[src/rtl/addern_pipe_pkg.sv]
// Shared types and elaboration helpers for the pipelined adder/subtractor.
// ADDERN_PIPE_CARRY_VEC_EN selects whether the full per-bit carry vector is carried down the pipe.
package addern_pipe_pkg;

    typedef struct packed {
        logic valid;
        logic carry;
    } stage_ctrl_t;

`ifdef ADDERN_PIPE_CARRY_VEC_EN
    localparam bit CARRY_VEC_EN = 1'b1;
`else
    localparam bit CARRY_VEC_EN = 1'b0;
`endif

    function automatic int stages_of(input int width, input int chunk);
        return width / chunk;
    endfunction

    function automatic bit cfg_ok(input int width, input int chunk);
        return (chunk >= 1) && (width >= chunk) && ((width % chunk) == 0);
    endfunction

    // Without the full vector only the top two carries survive: [1] = bit WIDTH-1, [0] = bit WIDTH-2.
    function automatic int cv_width(input int width);
        return CARRY_VEC_EN ? width : 2;
    endfunction

endpackage

[src/rtl/addern_pipe_circuit_add_chunk_stage.sv]
// One CHUNK-bit ripple slice and its pipeline register; all stages advance together on adv.
// ADDERN_PIPE_CARRY_VEC_EN selects full carry-vector storage versus the top two carries only.
module add_chunk_stage
    import addern_pipe_pkg::*;
#(
    parameter int WIDTH = 32,
    parameter int CHUNK = 8,
    parameter int IDX   = 0,
    parameter int CVW   = 2
) (
    input  logic              clk,
    input  logic              aresetn,
    input  logic              adv,
    input  stage_ctrl_t       prev_ctrl,
    input  logic [WIDTH-1:0]  prev_a,
    input  logic [WIDTH-1:0]  prev_b,
    input  logic [WIDTH-1:0]  prev_sum,
    input  logic [CVW-1:0]    prev_cv,
    output stage_ctrl_t       ctrl_q,
    output logic [WIDTH-1:0]  a_q,
    output logic [WIDTH-1:0]  b_q,
    output logic [WIDTH-1:0]  sum_q,
    output logic [CVW-1:0]    cv_q
);

    localparam int LO = IDX * CHUNK;

    logic [CHUNK:0]    rip;
    logic [CHUNK-1:0]  s_slice;
    logic [WIDTH-1:0]  sum_nx;
    logic [CVW-1:0]    cv_nx;

    assign rip[0] = prev_ctrl.carry;

    for (genvar i = 0; i < CHUNK; i++) begin : g_bit
        fadd_circuit u_fa (
            .a    (prev_a[LO+i]),
            .b    (prev_b[LO+i]),
            .cin  (rip[i]),
            .s    (s_slice[i]),
            .cout (rip[i+1])
        );
    end

    always_comb begin
        sum_nx = prev_sum;
        sum_nx[LO +: CHUNK] = s_slice;
        cv_nx = prev_cv;
`ifdef ADDERN_PIPE_CARRY_VEC_EN
        cv_nx[LO +: CHUNK] = rip[CHUNK:1];
`else
        for (int i = 0; i < CHUNK; i++) begin
            if (LO + i == WIDTH - 1) cv_nx[1] = rip[i+1];
            if (LO + i == WIDTH - 2) cv_nx[0] = rip[i+1];
        end
`endif
    end

    always_ff @(posedge clk or negedge aresetn) begin
        if (!aresetn) begin
            ctrl_q <= '0;
            a_q    <= '0;
            b_q    <= '0;
            sum_q  <= '0;
            cv_q   <= '0;
        end else if (adv) begin
            ctrl_q <= '{valid: prev_ctrl.valid, carry: rip[CHUNK]};
            a_q    <= prev_a;
            b_q    <= prev_b;
            sum_q  <= sum_nx;
            cv_q   <= cv_nx;
        end
    end

endmodule

[src/rtl/fadd_circuit.sv]
// Single-bit full adder cell.
module fadd_circuit (
    input  logic a,
    input  logic b,
    input  logic cin,
    output logic s,
    output logic cout
);

    assign s    = a ^ b ^ cin;
    assign cout = (a & b) | (cin & (a ^ b));

endmodule

[src/rtl/addern_pipe_circuit.sv]
// Pipelined WIDTH-bit adder/subtractor, one CHUNK-bit slice per stage, valid/ready on both sides.
// ADDERN_PIPE_CARRY_VEC_EN: when defined, cout is the full per-bit carry vector; otherwise only cout[WIDTH-1].
//
// Handshake: a beat is accepted when in_valid && in_ready, a result leaves when out_valid && out_ready;
// in_ready = !out_valid || out_ready, so the whole pipe (bubbles included) shifts or freezes as one.
module addern_pipe_circuit
    import addern_pipe_pkg::*;
#(
    parameter int WIDTH = 32,
    parameter int CHUNK = 8
) (
    input  logic              clk,
    input  logic              aresetn,
    input  logic              in_valid,
    output logic              in_ready,
    input  logic [WIDTH-1:0]  a,
    input  logic [WIDTH-1:0]  b,
    input  logic              cin,
    input  logic              sub,
    output logic              out_valid,
    input  logic              out_ready,
    output logic [WIDTH-1:0]  sum,
    output logic [WIDTH-1:0]  cout,
    output logic              ovf
);

    localparam int STAGES = stages_of(WIDTH, CHUNK);
    localparam int CVW    = cv_width(WIDTH);

    if (!cfg_ok(WIDTH, CHUNK)) begin : g_cfg_bad
        $error("addern_pipe_circuit: WIDTH must be a positive multiple of CHUNK");
    end

    // Element 0 is the input side; element k+1 is the register of stage k.
    stage_ctrl_t       ctrl_st [STAGES+1];
    logic [WIDTH-1:0]  a_st    [STAGES+1];
    logic [WIDTH-1:0]  b_st    [STAGES+1];
    logic [WIDTH-1:0]  sum_st  [STAGES+1];
    logic [CVW-1:0]    cv_st   [STAGES+1];
    logic              adv;
    logic              unused_tail;

    assign out_valid = ctrl_st[STAGES].valid;
    assign adv       = !out_valid || out_ready;
    assign in_ready  = adv;

    assign ctrl_st[0] = '{valid: in_valid, carry: cin ^ sub};
    assign a_st[0]    = a;
    assign b_st[0]    = b ^ {WIDTH{sub}};
    assign sum_st[0]  = '0;
    assign cv_st[0]   = '0;

    for (genvar k = 0; k < STAGES; k++) begin : g_stage
        add_chunk_stage #(
            .WIDTH (WIDTH),
            .CHUNK (CHUNK),
            .IDX   (k),
            .CVW   (CVW)
        ) u_stage (
            .clk       (clk),
            .aresetn   (aresetn),
            .adv       (adv),
            .prev_ctrl (ctrl_st[k]),
            .prev_a    (a_st[k]),
            .prev_b    (b_st[k]),
            .prev_sum  (sum_st[k]),
            .prev_cv   (cv_st[k]),
            .ctrl_q    (ctrl_st[k+1]),
            .a_q       (a_st[k+1]),
            .b_q       (b_st[k+1]),
            .sum_q     (sum_st[k+1]),
            .cv_q      (cv_st[k+1])
        );
    end

    assign sum = sum_st[STAGES];

`ifdef ADDERN_PIPE_CARRY_VEC_EN
    assign cout = cv_st[STAGES];
    if (WIDTH >= 2) begin : g_ovf
        assign ovf = cv_st[STAGES][WIDTH-1] ^ cv_st[STAGES][WIDTH-2];
    end else begin : g_no_ovf
        assign ovf = 1'b0;
    end
`else
    if (WIDTH >= 2) begin : g_ovf
        assign cout = {cv_st[STAGES][1], {(WIDTH-1){1'b0}}};
        assign ovf  = cv_st[STAGES][1] ^ cv_st[STAGES][0];
    end else begin : g_no_ovf
        assign cout = cv_st[STAGES][1];
        assign ovf  = 1'b0;
    end
`endif

    // The last stage's operand copies and carry have no consumer.
    assign unused_tail = ^{a_st[STAGES], b_st[STAGES], ctrl_st[STAGES].carry, cv_st[STAGES][0]};

endmodule
[config.mk]
export PLATFORM = sky130hd
export DESIGN_NAME = addern_pipe_circuit
export DESIGN_NICKNAME = d
export VERILOG_FILES = /design/src/rtl/addern_pipe_pkg.sv /design/src/rtl/addern_pipe_circuit_add_chunk_stage.sv /design/src/rtl/fadd_circuit.sv /design/src/rtl/addern_pipe_circuit.sv
export SDC_FILE = /design/constraint.sdc
export NUM_CORES = 1
export LEC_CHECK = 0
export BUFFER_PORTS_ARGS = -buffer_cell sky130_fd_sc_hd__buf_2
export CAP_MARGIN = 40
export CORE_MARGIN = 3
export CORE_UTILIZATION = 55
export CTS_CLUSTER_SIZE = 12
export DETAILED_ROUTE_END_ITERATION = 8
export PLACE_DENSITY_LB_ADDON = 0.15
export SLEW_MARGIN = 20
export SYNTH_ARGS = -nofsm -noshare
export SYNTH_HDL_FRONTEND = slang
export SYNTH_SLANG_ARGS = --single-unit
[constraint.sdc]
create_clock -name clk -period 5.7 [get_ports clk]
set_input_delay 0.285 -clock clk [delete_from_list [all_inputs] [get_ports clk]]
set_output_delay 0.285 -clock clk [all_outputs]
set_load 0.1 [all_outputs]
==> summary.md <==
| Metric | Value |
|---|---|
| # fillers | 1148 |
| Reg clk slew, reported paths | 0.06 ns |
| Routed vias | 4270 |
| Synthesis Warnings | 0 |
| First-pass DRT Iterations | 4 |
| Critical R2R Launch | g_stage[1].u_stage.a_q[16] |
| Largest fanout on the critical path | 20 |
| Chip height | 132 um |
| Worst-skew pair later-pin latency | 0.42 ns |
| Worst Hold Class | input port to flop |
| Hold EP | g_stage[0].u_stage.a_q[28] |
| Total power draw | 6.44 mW |
| Status | complete, no violations |
| Detail-routed via count per cell | 4.93 |
| Initial antenna violation count | 0 |
| Rel. slew slack | 54.3% |
| Final Core Density | 64.6% |
| # DRC | 0 |
| GPL Wtd Cong | 0.771 |
| Remaining antenna violation count | 0 |
| Final worst setup slack | 1.42 ns |
| Row count | 45 |
| Cells on Worst Hold Path | 2 |
| Minimum clock period | 4.28 ns |
| Fin crit share | 75.1% |
| CTS tree | built |
| Placed Instances | 833 |
| Hold Startpoint | a[28] |
| Peak supply drop | 385 uV |
| Die W | 132 um |
| Global-route wire length before repair | 24400 um |
| Setup repair after global routing missed its margin | no |
| Clock Skew | 0.00669 ns |
| Fin cells | 866 |
| Leakage | 4.83 nW |
| CTS root buffer | clkbuf_16 |
| Post-Synthesis Cells | 540 |
| Tot GR Track Use | 17.4% |
| Commonest cells after routing, fill and taps aside | dfrtp_1, mux2_4, buf_2 |
| Critical R2R Capture | g_stage[2].u_stage.sum_q[23] |
| Placed cell areas | 9280 um2 |
| H-tree Lvls | 4 |
| Post-Syn Area | 8740 um2 |
| Post-route cell area | 9920 um2 |
| Port Buffers | 105 |
| Pre-CTS setup slack | 1.03 ns |
| Clk buf depth | 2 |
| Core footprint | 15400 um2 |
| Wire per inst | 16.4 um |
| Cells on worst reg2reg path | 12 |
| Multi-input gate area | 3640 um2 |
| Crit path DAT | 4.58 ns |
| Most common cell after layout, fill and taps aside | dfrtp_1 |
| Nets | 745 |
| Starting density of the core | 56.8% |
| Reg area | 4630 um2 |
| I/O pins | 137 |
| Initial drt markers | 153 |
| WP data required | 6.01 ns |
| Pin count of the biggest net entering global routing | 92 |
| Die ar. | 17400 um2 |
| Congestion Overflow GR | 0 |
| Netlist cell types | 17 |
| DP HPWL | 9560 um |
| Worst slew pin tran | 0.685 ns |
| Post-synthesis sequential area ratio | 53.0% |
| CTS Buf Count | 17 |
| Layout cell share with drive strength beyond 1 | 41.5% |
| Diodes inserted | 0 |
| Final Hold Viols | 0 |
| WL final | 14200 um |
| Hold slack final | 0.0903 ns |
| Worst setup EP type | flop |
| Reg-to-reg setup timing slack | 1.50 ns |
| Cell Pwr Density | 649 nW/um2 |
| Seq cells post-synth | 185 |
| Max frequency | 234 MHz |
| CP Class | input port to flop |
| Fin Setup TNS | 0 ns |
| Max-slew violations | 0 |
| Final setup violation count | 0 |
| Syn avg cell area | 16.2 um2 |
| Worst Setup Start Kind | input port |
| Area Overhead vs Synth | 13.6% |
| Number of global-route vias before repair | 4650 |
| Total of max-cap violations | 0 |
| Sink Count | 185 |
cells in the mapped netlist:
library cell	instances	area, um2
a21oi_1	4	20.0
a21oi_2	9	78.8
buf_2	9	45.0
buf_4	32	240
buf_6	16	180
clkbuf_1	2	7.51
conb_1	1	3.75
dfrtp_1	185	4630
fa_1	32	641
inv_1	30	113
mux2_1	47	529
mux2_4	120	1800
mux2i_1	4	40.0
nand2b_1	2	12.5
nor3b_1	13	97.6
xnor2_1	10	87.6
xor2_1	24	210
cell type report:
class / count / share of cell area [%]
tap: 211 / 2.66
timing repair buffer: 113 / 6.75
sequential: 185 / 46.7
multi-input combinational: 296 / 36.7
clock buffer: 20 / 4.60
inverter: 30 / 1.13
clock inverter: 11 / 1.49
sequential cells by signal, summed over array words and instances, names as in the netlist:
name,count
g_stage.u_stage.sum_q,80
g_stage.u_stage.a_q,48
g_stage.u_stage.b_q,48
g_stage.u_stage.ctrl_q,7
g_stage.u_stage.cv_q,2
worst max path at each step:
stage | from | to | slack, ns
finish | sub | g_stage[0].u_stage.sum_q[7] | 1.42
global route | sub | g_stage[0].u_stage.sum_q[7] | 1.26
CTS | g_stage[1].u_stage.a_q[16] | g_stage[2].u_stage.sum_q[23] | 1.44
detailed placement | sub | g_stage[0].u_stage.sum_q[7] | 1.03
global placement | sub | g_stage[0].u_stage.sum_q[7] | 1.06
floorplan | sub | g_stage[0].u_stage.sum_q[7] | 1.39
metal layers:
metal	wire length [um]	GRT usage, %	share of wire, %	vias to the layer above
li1	-	-	-	1940
met2	6810	26.6	48	93
met5	0	0	0	-
met3	548	3.74	3.9	16
met1	6610	24.9	47	2221
met4	220	6.13	1.5	0
power by group:
part | switching, mW | total, mW | internal (mW)
clock network | 0.486 | 1.20 | 0.711
registers | 0.356 | 2.27 | 1.91
logic | 1.78 | 2.98 | 1.19
total | 2.63 | 6.44 | 3.82
repair_timing:
item	CTS	global route
hold buffers	1	0
setup buffers	0	0
endpoints found under the setup margin	0	0
hold endpoints to repair	59	0
resized for setup	0	0
critical path: stages:
cell     delay, ns
buf_2         0.53
xnor2_1       0.20
fa_1          0.43
fa_1          0.41
fa_1          0.40
fa_1          0.40
fa_1          0.40
fa_1          0.39
fa_1          0.36
inv_1         0.08
fa_1          0.42
mux2_4        0.26
cell families (layout without fill, tap and decap cells):
family	Yosys count	in the layout	share of synthesized area (%)
simple gates	15	15	1.26
fa+ha+maj	32	32	7.33
compound gates	13	13	1.13
xor+xnor	34	34	3.41
buf+inv	89	174	6.70
flops	185	185	53.0
mux	171	171	27.1
other cells	1	31	0.0429
Note: power is estimated with default switching activity, not from simulation.
